<file path="src/rtl/mem_loader_pkg.sv">
// Shared types and constants for the mem_loader command engine.
package mem_loader_pkg;

  typedef enum logic [2:0] {
    ST_IDLE         = 3'd0,
    ST_PARAM        = 3'd1,
    ST_LOAD_COLLECT = 3'd2,
    ST_LOAD_WRITE   = 3'd3,
    ST_DUMP_READ    = 3'd4,
    ST_DUMP_WAIT    = 3'd5,
    ST_DUMP_SEND    = 3'd6
  } state_t;

  localparam logic [1:0] CMD_LOAD_I = 2'b00;
  localparam logic [1:0] CMD_LOAD_D = 2'b01;
  localparam logic [1:0] CMD_DUMP_D = 2'b10;
  localparam logic [1:0] CMD_RUN    = 2'b11;

  localparam int BYTES_I = 4;
  localparam int BYTES_D = 8;

  // RUN carries the enable value in bit 0; every other command has an all-zero payload field.
  function automatic logic hdr_legal(input logic [7:0] h);
    if (h[7:6] == CMD_RUN) return (h[5:1] == 5'd0);
    return (h[5:0] == 6'd0);
  endfunction

endpackage

</file>
<file path="src/rtl/mem_loader_byte_serializer.sv">
// Splits a 64-bit word into 8 bytes, LSB first, over a valid/ready output.
// Handshake: a byte moves on a rising edge where o_tx_valid && i_tx_ready; data/valid hold while stalled.
module mem_loader_byte_serializer (
  input  logic        clk,
  input  logic        arst,
  input  logic        i_load,
  input  logic [63:0] i_data,
  output logic [7:0]  o_tx_data,
  output logic        o_tx_valid,
  input  logic        i_tx_ready,
  output logic        o_done
);

  logic [63:0] r_shift;
  logic [2:0]  r_cnt;
  logic        r_valid;
  logic        r_done;

  always_ff @(posedge clk or posedge arst) begin
    if (arst) begin
      r_shift <= '0;
      r_cnt   <= '0;
      r_valid <= 1'b0;
      r_done  <= 1'b0;
    end else begin
      r_done <= 1'b0;
      if (i_load) begin
        r_shift <= i_data;
        r_cnt   <= '0;
        r_valid <= 1'b1;
      end else if (r_valid && i_tx_ready) begin
        r_cnt <= r_cnt + 3'd1;
        if (r_cnt == 3'd7) begin
          r_valid <= 1'b0;
          r_done  <= 1'b1;
        end else begin
          r_shift <= {8'h00, r_shift[63:8]};
        end
      end
    end
  end

  assign o_tx_data  = r_shift[7:0];
  assign o_tx_valid = r_valid;
  assign o_done     = r_done;

endmodule

</file>
<file path="src/rtl/mem_loader.sv">
// Byte-stream command engine that loads imem/dmem, dumps dmem and gates the cpu enable.
// Handshakes: rx byte accepted on a rising edge with rx_valid && rx_ready; tx byte moves with tx_valid && tx_ready.
module mem_loader
  import mem_loader_pkg::*;
#(
  parameter int CNT_W      = 16,
  parameter int IMEM_SHIFT = 2,
  parameter int DMEM_SHIFT = 3
) (
  input  logic        clk,
  input  logic        arst,
  input  logic [7:0]  rx_data,
  input  logic        rx_valid,
  output logic        rx_ready,
  output logic [7:0]  tx_data,
  output logic        tx_valid,
  input  logic        tx_ready,
  output logic        cpu_enable,
  output logic [63:0] addr_ext,
  output logic        wen_ext,
  output logic        ren_ext,
  output logic [31:0] wdata_ext,
  output logic [63:0] addr_ext_2,
  output logic        wen_ext_2,
  output logic        ren_ext_2,
  output logic [63:0] wdata_ext_2,
  input  logic [63:0] rdata_ext_2,
  output logic        busy,
  output logic        err_cmd,
  output state_t      dbg_state
);

  state_t           r_state;
  logic             r_live;
  logic [1:0]       r_cmd;
  logic [1:0]       r_pcnt;
  logic [23:0]      r_param;
  logic [CNT_W-1:0] r_idx;
  logic [CNT_W-1:0] r_cnt;
  logic [2:0]       r_bcnt;
  logic [63:0]      r_word;
  logic             r_cpu_en;
  logic [63:0]      r_addr_i;
  logic             r_wen_i;
  logic [31:0]      r_wdata_i;
  logic [63:0]      r_addr_d;
  logic             r_wen_d;
  logic             r_ren_d;
  logic [63:0]      r_wdata_d;
  logic             r_err;

  logic [31:0]      w_param_full;
  logic [CNT_W-1:0] w_p_idx;
  logic [CNT_W-1:0] w_p_cnt;
  logic             w_is_d;
  logic             w_last_byte;
  logic [63:0]      w_word_d;
  logic [31:0]      w_word_i;
  logic [CNT_W-1:0] w_idx_inc;
  logic             w_ser_load;
  logic             w_ser_done;

  assign w_param_full = {rx_data, r_param};
  assign w_p_idx      = w_param_full[CNT_W-1:0];
  assign w_p_cnt      = w_param_full[16 +: CNT_W];
  assign w_is_d       = (r_cmd == CMD_LOAD_D);
  assign w_last_byte  = w_is_d ? (r_bcnt == 3'(BYTES_D - 1)) : (r_bcnt == 3'(BYTES_I - 1));
  // Bytes arrive LSB first and shift in from the top, so the newest byte completes the word's MSB.
  assign w_word_d     = {rx_data, r_word[63:8]};
  assign w_word_i     = {rx_data, r_word[63:40]};
  assign w_idx_inc    = r_idx + CNT_W'(1);
  assign w_ser_load   = (r_state == ST_DUMP_WAIT);

  always_ff @(posedge clk or posedge arst) begin
    if (arst) begin
      r_state   <= ST_IDLE;
      r_live    <= 1'b0;
      r_cmd     <= CMD_LOAD_I;
      r_pcnt    <= '0;
      r_param   <= '0;
      r_idx     <= '0;
      r_cnt     <= '0;
      r_bcnt    <= '0;
      r_word    <= '0;
      r_cpu_en  <= 1'b0;
      r_addr_i  <= '0;
      r_wen_i   <= 1'b0;
      r_wdata_i <= '0;
      r_addr_d  <= '0;
      r_wen_d   <= 1'b0;
      r_ren_d   <= 1'b0;
      r_wdata_d <= '0;
      r_err     <= 1'b0;
    end else begin
      r_live  <= 1'b1;
      r_wen_i <= 1'b0;
      r_wen_d <= 1'b0;
      r_ren_d <= 1'b0;
      r_err   <= 1'b0;
      case (r_state)
        ST_IDLE: begin
          if (rx_valid && rx_ready) begin
            if (!hdr_legal(rx_data)) begin
              r_err <= 1'b1;
            end else if (rx_data[7:6] == CMD_RUN) begin
              r_cpu_en <= rx_data[0];
            end else begin
              r_cpu_en <= 1'b0;
              r_cmd    <= rx_data[7:6];
              r_pcnt   <= '0;
              r_state  <= ST_PARAM;
            end
          end
        end
        ST_PARAM: begin
          if (rx_valid) begin
            r_param <= {rx_data, r_param[23:8]};
            r_pcnt  <= r_pcnt + 2'd1;
            if (r_pcnt == 2'd3) begin
              r_idx  <= w_p_idx;
              r_cnt  <= w_p_cnt;
              r_bcnt <= '0;
              if (w_p_cnt == '0) begin
                r_state <= ST_IDLE;
              end else if (r_cmd == CMD_DUMP_D) begin
                r_state  <= ST_DUMP_READ;
                r_ren_d  <= 1'b1;
                r_addr_d <= 64'(w_p_idx) << DMEM_SHIFT;
              end else begin
                r_state <= ST_LOAD_COLLECT;
              end
            end
          end
        end
        ST_LOAD_COLLECT: begin
          if (rx_valid) begin
            r_word <= w_word_d;
            r_bcnt <= r_bcnt + 3'd1;
            if (w_last_byte) begin
              r_bcnt  <= '0;
              r_state <= ST_LOAD_WRITE;
              if (w_is_d) begin
                r_wen_d   <= 1'b1;
                r_addr_d  <= 64'(r_idx) << DMEM_SHIFT;
                r_wdata_d <= w_word_d;
              end else begin
                r_wen_i   <= 1'b1;
                r_addr_i  <= 64'(r_idx) << IMEM_SHIFT;
                r_wdata_i <= w_word_i;
              end
            end
          end
        end
        ST_LOAD_WRITE: begin
          r_idx   <= w_idx_inc;
          r_cnt   <= r_cnt - CNT_W'(1);
          r_state <= (r_cnt == CNT_W'(1)) ? ST_IDLE : ST_LOAD_COLLECT;
        end
        ST_DUMP_READ: begin
          r_state <= ST_DUMP_WAIT;
        end
        ST_DUMP_WAIT: begin
          r_state <= ST_DUMP_SEND;
        end
        ST_DUMP_SEND: begin
          if (w_ser_done) begin
            r_idx <= w_idx_inc;
            r_cnt <= r_cnt - CNT_W'(1);
            if (r_cnt == CNT_W'(1)) begin
              r_state <= ST_IDLE;
            end else begin
              r_state  <= ST_DUMP_READ;
              r_ren_d  <= 1'b1;
              r_addr_d <= 64'(w_idx_inc) << DMEM_SHIFT;
            end
          end
        end
        default: r_state <= ST_IDLE;
      endcase
    end
  end

  // rdata_ext_2 is valid during DUMP_WAIT, so the serializer captures it directly that cycle.
  mem_loader_byte_serializer u_byte_serializer (
    .clk        (clk),
    .arst       (arst),
    .i_load     (w_ser_load),
    .i_data     (rdata_ext_2),
    .o_tx_data  (tx_data),
    .o_tx_valid (tx_valid),
    .i_tx_ready (tx_ready),
    .o_done     (w_ser_done)
  );

  // r_live keeps rx_ready low while reset is held so every output reads 0 in reset.
  assign rx_ready    = r_live && ((r_state == ST_IDLE) || (r_state == ST_PARAM) ||
                                  (r_state == ST_LOAD_COLLECT));
  assign busy        = (r_state != ST_IDLE);
  assign err_cmd     = r_err;
  assign cpu_enable  = r_cpu_en;
  assign addr_ext    = r_addr_i;
  assign wen_ext     = r_wen_i;
  assign ren_ext     = 1'b0;
  assign wdata_ext   = r_wdata_i;
  assign addr_ext_2  = r_addr_d;
  assign wen_ext_2   = r_wen_d;
  assign ren_ext_2   = r_ren_d;
  assign wdata_ext_2 = r_wdata_d;
  assign dbg_state   = r_state;

endmodule

</file>
<file path="config.mk">
export PLATFORM = sky130hd
export DESIGN_NAME = mem_loader
export DESIGN_NICKNAME = d
export VERILOG_FILES = /design/src/rtl/mem_loader_pkg.sv /design/src/rtl/mem_loader_byte_serializer.sv /design/src/rtl/mem_loader.sv
export SDC_FILE = /design/constraint.sdc
export NUM_CORES = 1
export LEC_CHECK = 0
export ABC_AREA = 1
export BUFFER_PORTS_ARGS = -buffer_cell sky130_fd_sc_hd__buf_2
export CAP_MARGIN = 40
export CORE_MARGIN = 4
export CORE_UTILIZATION = 40
export CTS_CLUSTER_DIAMETER = 150
export DETAILED_ROUTE_END_ITERATION = 16
export GPL_ROUTABILITY_DRIVEN = 0
export PLACE_DENSITY_LB_ADDON = 0.15
export SYNTH_ARGS = -nofsm -noshare
export SYNTH_HDL_FRONTEND = slang
export SYNTH_SLANG_ARGS = --single-unit
</file>
<file path="constraint.sdc">
create_clock -name clk -period 14.15 [get_ports clk]
set_input_delay 2.1225 -clock clk [delete_from_list [all_inputs] [get_ports clk]]
set_output_delay 2.1225 -clock clk [all_outputs]
set_load 0.01 [all_outputs]
</file>
=== Yosys cells after proc, flatten, opt, wreduce, memory -nomap -nowiden ===
Index checks and enable logic that the tools add are counted.

* Memories: 0
* Word-level logic and storage cells: 164
* RAM bits: 0
* Latch bits: 0
* Bits in registers: 381
* Bits in read-only memories: 0

* Shifts and indexed selects: 0
* Magnitude comparators: 0
* Muxes and demuxes: 79
* Add/subtract/negate cells: 5
* $mul: 0
* Bitwise logic cells: 2
* Divide/modulo/power cells: 0
* Eq/ne operators: 27
* Reductions and logical operators: 29

{| class="wikitable"
|+ Operators by type and width
! operator !! number
|-
| $mux W64 || 12
|-
| $pmux W64 S3 || 1
|-
| $mux W16 || 6
|-
| $pmux W16 S3 || 2
|-
| $mux W3 || 17
|-
| $mux W1 || 32
|-
| $ne A2 B2 Y1 const B || 11
|-
| $pmux W3 S7 || 1
|-
| $reduce_and A4 Y1 || 5
|-
| $add A16 B1 Y16 const B || 1
|-
| $eq A16 B1 Y1 const B || 1
|-
| $logic_not A16 Y1 || 1
|-
| $sub A16 B1 Y16 const B || 1
|-
| $eq A3 B3 Y1 const B || 5
|-
| $mux W2 || 5
|-
| $reduce_and A10 Y1 || 1
|-
| $eq A3 B2 Y1 const B || 3
|-
| $reduce_bool A3 Y1 || 3
|-
| $reduce_and A2 Y1 || 4
|-
| $reduce_and A8 Y1 || 1
|-
| $reduce_bool A2 Y1 || 4
|-
| $add A3 B1 Y3 const B || 2
|-
| $eq A2 B2 Y1 const B || 3
|-
| $logic_not A6 Y1 || 1
|-
| 14 further kinds || 19
|}

=== Depth between registers and ports, before layout ===
* Depth after elaboration: 13
* Mapped depth: 12
* Depth with buffers taken out: 11

=== Cells and area by module ===
A second synthesis with hierarchy kept.

* Cells, all modules: 1,878
* Area, all modules: 15,314.7 sq um

{| class="wikitable"
|+ By module, submodules not included
! module !! instances !! seq. area each (sq um) !! cells each !! area an instance (sq um)
|-
| mem_loader || 1 || 6,406.1 || 1,386 || 11,721.2
|-
| mem_loader_byte_serializer || 1 || 1,726.7 || 492 || 3,593.4
|}

=== Least setup slack after synthesis ===
Ideal clock, no wire load.

* Path type: input port to flip-flop
* Start point: input tx_ready
* End point: register u_byte_serializer.r_shift[10]
* Slack: 10.896 ns
* Library setup time: 0.141 ns
* Cell stages on the path: 5
* Buffers on the path: 2
* Data arrival time: 3.113 ns
* Path through: nand2_1 > o21ai_0 > clkbuf_1 > clkbuf_1 > a31oi_1

* Cells in the longest elaborated chain, start to end: 3

{| class="wikitable"
|+ RTL lines
! item !! line !! source
|-
| start: declaration || mem_loader.sv:17 || <nowiki>input logic tx_ready,</nowiki>
|-
| $logic_and A1 B1 Y1 || mem_loader_byte_serializer.sv:31 || <nowiki>end else if (r_valid && i_tx_ready) begin</nowiki>
|-
| $reduce_bool A2 Y1 (no line) || n/a ||
|-
| $reduce_and A2 Y1 (no line) || n/a ||
|-
| end signal: assignment || mem_loader_byte_serializer.sv:28 || <nowiki>r_shift <= i_data;</nowiki>
|-
| end signal: assignment || mem_loader_byte_serializer.sv:37 || <nowiki>r_shift <= {8'h00, r_shift[63:8]};</nowiki>
|-
| end: declaration || mem_loader_byte_serializer.sv:14 || <nowiki>logic [63:0] r_shift;</nowiki>
|}

No other way between the ends.
A chain may end at the register's enable or synchronous reset.

=== Final worst setup path ===
* Start point: register r_state[1] (netlist: dbg_state[1])
* End point: output busy

* Cells in the longest elaborated chain, start to end: 1

{| class="wikitable"
|+ RTL lines
! item !! line !! source
|-
| start: declaration || mem_loader.sv:33 || <nowiki>state_t r_state;</nowiki>
|-
| start signal: assignment || mem_loader.sv:157 || <nowiki>r_state <= (r_cnt == CNT_W'(1)) ? ST_IDLE : ST_LOAD_COLLECT;</nowiki>
|-
| $reduce_bool A3 Y1 || mem_loader.sv:198 || <nowiki>assign busy = (r_state != ST_IDLE);</nowiki>
|-
| end: declaration || mem_loader.sv:28 || <nowiki>output logic busy,</nowiki>
|}

No other way between the ends.

==> parameters.txt <==
Parameter                              Value

Outcome
  Outcome ... finished clean

Placement
  Cell total after placement ... 2387
  Port bufs ... 222
  Placement-stage cell area ... 0.0160 mm^2
  Pre-CTS setup slack ... 9.88 ns
  HPWL reported at the end of detailed placement ... 26.7 mm

Power
  Int Power ... 1.50 mW
  Leakage ... 8.79 nW
  Clk pwr share ... 48.9%
  Share of total power in combinational logic ... 2.6%
  Total chip power ... 1.92 mW
  Maximum ir drop on the vdd rail ... 69.8 uV
  Proportion of total power due to net switching ... 21.7%
  Pwr Density ... 111 mW/mm^2
  Proportion of power drawn by flip-flops and latches ... 48.5%
  Net switching power ... 0.416 mW

Global route
  Initial antenna violation count ... 2
  First-pass GRT wire length ... 62.4 mm
  Vias in the first global route ... 11400
  Global route total overflow ... 0
  Global Route Usage Sum ... 18.7%
  Pin count of the biggest net entering global routing ... 98

Routing
  Drt wl/cell ... 15.7 um
  Antenna viol nets, final ... 0
  Via count ... 11700
  Mean number of vias per cell ... 4.79
  DR DRC count ... 0
  Wire length after detailed routing ... 38.4 mm
  Starting DRT DRC Count ... 821
  Initial DRT Pass Iterations ... 5

Synthesis
  Number of synthesized flops with an enable pin ... 0
  Post-synthesis compound-gate area fraction ... 13.4%
  Post-synthesis share of cell area spent on xor and xnor gates ... 0.471%
  Yosys warning count ... 0
  Mapped cell area ... 0.0149 mm^2
  Unique masters post-synth ... 33
  Adder-cell share of the synthesized area ... 0.589%
  Multiplexer area fraction after synthesis ... 0%
  Most instantiated cells after synthesis ... nand2_1 (475), dfrtp_1 (325), o21ai_0 (193)
  Fraction of synthesis flops using an asynchronous set or reset pin ... 100%
  Average footprint of a synthesized cell ... 8.38 um^2
  Top area cells in the synthesized netlist ... dfrtp_1 (55%), nand2_1 (12%), o21ai_0 (6.5%), buf_4 (5.5%), nor2_1 (4.3%)
  Top flip-flop cell by instance count after synthesis ... dfrtp_1
  Post-Synth Simple-Gate Area ... 19.1%
  Count of state elements after synthesis ... 325
  Register area share after synthesis ... 54.7%
  Cells after synthesis ... 1775
  Top-area cell type share of the netlist area ... 54.7%
  Largest family of logic cells by synthesized area ... simple AND/OR/NAND/NOR gates
  Most used standard cell by instance count after synthesis ... nand2_1
  Dominant cell type by area after synthesis ... dfrtp_1

Clock network
  Master cell of the clock root buffer ... clkbuf_16
  Number of hold-repair buffers added at the cts stage ... 0
  Sinks on Clock Net ... 325
  Clock tree from TritonCTS ... built
  Setup Fix Bufs, Post-CTS ... 0
  Total CTS buffers ... 37
  Clock input transition at the sequential cells of the worst setup and hold paths ... 0.06 ns
  Cts repair resizes ... 0
  H-tree level count ... 2
  Insertion delay of the later-clocked pin in the worst-skew pair ... 0.51 ns
  Maximum buffer depth of the clock tree ... 3

Die
  Initial cell density of the core ... 40.6%
  Die outline width ... 201 um
  Core ar. ... 0.0366 mm^2
  Top-level port count ... 320
  Die boundary height ... 201 um
  Number of cell rows ... 70
  Overall die area ... 0.0403 mm^2

Timing
  Final setup vio count ... 0
  Count of endpoints failing hold in the final timing report ... 0
  Final clock skew ... 0.00974 ns
  Final critical-path share of the clock period ... 27.3%
  RSZ-0062 raised after global routing ... false
  Worst slew margin relative to its limit ... 50.7%
  Fin Setup TNS ... 0 ns
  Worst path setup slack after routing ... 10.29 ns
  Final-report max-slew violation count ... 0
  Final critical-path required period ... 3.86 ns
  Transition time at the pin with the least slew margin ... 0.740 ns
  F_max ... 259 MHz

Min path
  Worst hold path type ... flip-flop to flip-flop
  Hold Crit Start ... addr_ext_2[11]

Worst setup path
  Startpoint kind of the worst setup timing path ... flip-flop
  Critical register-to-register path startpoint ... dbg_state[0]
  Req. time, crit path ... 12.03 ns
  Crit path from ... dbg_state[1]
  Setup slack of the most critical reg-to-reg path ... 10.82 ns
  Arrival time of the worst setup path ... 1.74 ns
  Setup Crit Path Kind ... flip-flop to output port
  Endpoint kind of the worst setup timing path ... output port
  Crit Path Max Fanout ... 8

Cells and area
  N_diodes ... 0
  Post-layout instance count excluding filler cells ... 2451
  Final Net Count ... 2041
  Area growth syn-to-layout ... 15.6%
  Sequential Area ... 0.00813 mm^2
  Final std cell area, no fill ... 0.0172 mm^2
  Fill cell count ... 3700
  Area taken by multi-input logic gates ... 0.00538 mm^2
  Proportion of layout cells with a drive suffix above 1 ... 15.6%

Flow run
  Max-capacitance violation count ... 0
[layout make-up]
type / instances / area share (%)
clock buffer: 53 / 5.96
multi-input combinational: 1202 / 31.3
tap: 468 / 3.40
clock inverter: 11 / 0.800
inverter: 152 / 3.37
sequential: 325 / 47.3
timing repair buffer: 240 / 7.93
[routing by layer]
metal	global-route usage, %	share of wire, %	up-vias
met2	29.9	46	285
met1	26.7	46	5539
met3	3.63	5.7	46
met5	0	0.070	-
li1	-	-	5855
met4	3.83	1.6	4
[worst max-delay path: stages (launching register included)]
cell and delay, ns:
dfrtp_1 0.50, inv_2 0.17, nand2_1 0.06, nor2_1 0.28, inv_1 0.06, buf_2 0.15
[placed cells by master (no fill, tap or decap), types with 2 or more instances in the layout]
cell type,count
nand2_1,475
dfrtp_1,325
buf_2,222
o21ai_0,192
nor2_1,170
inv_1,145
conb_1,98
a21oi_1,84
a31oi_1,59
nand3_1,55
clkbuf_16,37
a22oi_1,14
clkbuf_1,12
o21ai_1,11
buf_4,11
xor2_1,8
clkinv_2,7
ha_1,7
inv_2,5
o211ai_1,5
nand4_1,5
o22ai_1,4
clkbuf_8,4
buf_16,4
nand2_2,3
bufinv_16,3
buf_12,3
nor2_4,2
inv_6,2
[sequential cells by signal, summed over array words and instances, names as in the netlist, 2 cells and up]
register,cells
addr_ext,16
addr_ext_2,16
dbg_state,3
r_bcnt,3
r_cmd,2
r_cnt,16
r_idx,16
r_param,24
r_pcnt,2
r_word,56
u_byte_serializer.r_cnt,3
u_byte_serializer.r_shift,64
wdata_ext,32
wdata_ext_2,64
[worst paths after layout]
path                             endpoint  cells after the start
max                                  busy                      5
max reg2reg                      r_cnt[7]                     10
min reg2reg                addr_ext_2[11]                      2
min                        addr_ext_2[11]                      2
max in group asynchronous   addr_ext_2[5]                      5
min in group asynchronous   wdata_ext[22]                      2
[power groups by stage]
stage	combinational, mW	sequential (mW)	clock [mW]
3_5_place_dp	0.0507	0.947	0
4_1_cts	0.0507	0.930	0.967
5_1_grt	0.0569	0.929	1.01
2_1_floorplan	0.0466	0.947	0
3_3_place_gp	0.0484	0.947	0
6_report	0.0496	0.930	0.936
[through the flow]
step                      utilization [%]  hold slack (ns)
after floorplan                         -            0.446
after global placement               43.3            0.449
after detailed placement             43.8            0.453
after CTS                            47.0            0.468
after global routing                 47.0            0.496
final                                47.0            0.461
[cell families (layout without fill, tap and decap cells)]
group,after synthesis,after routing
simple gates,717,717
flops,325,325
fa+ha+maj,7,7
buf+inv,344,456
xor+xnor,8,8
other cells,2,98
compound gates,372,372
(Power assumes the default switching activity.)
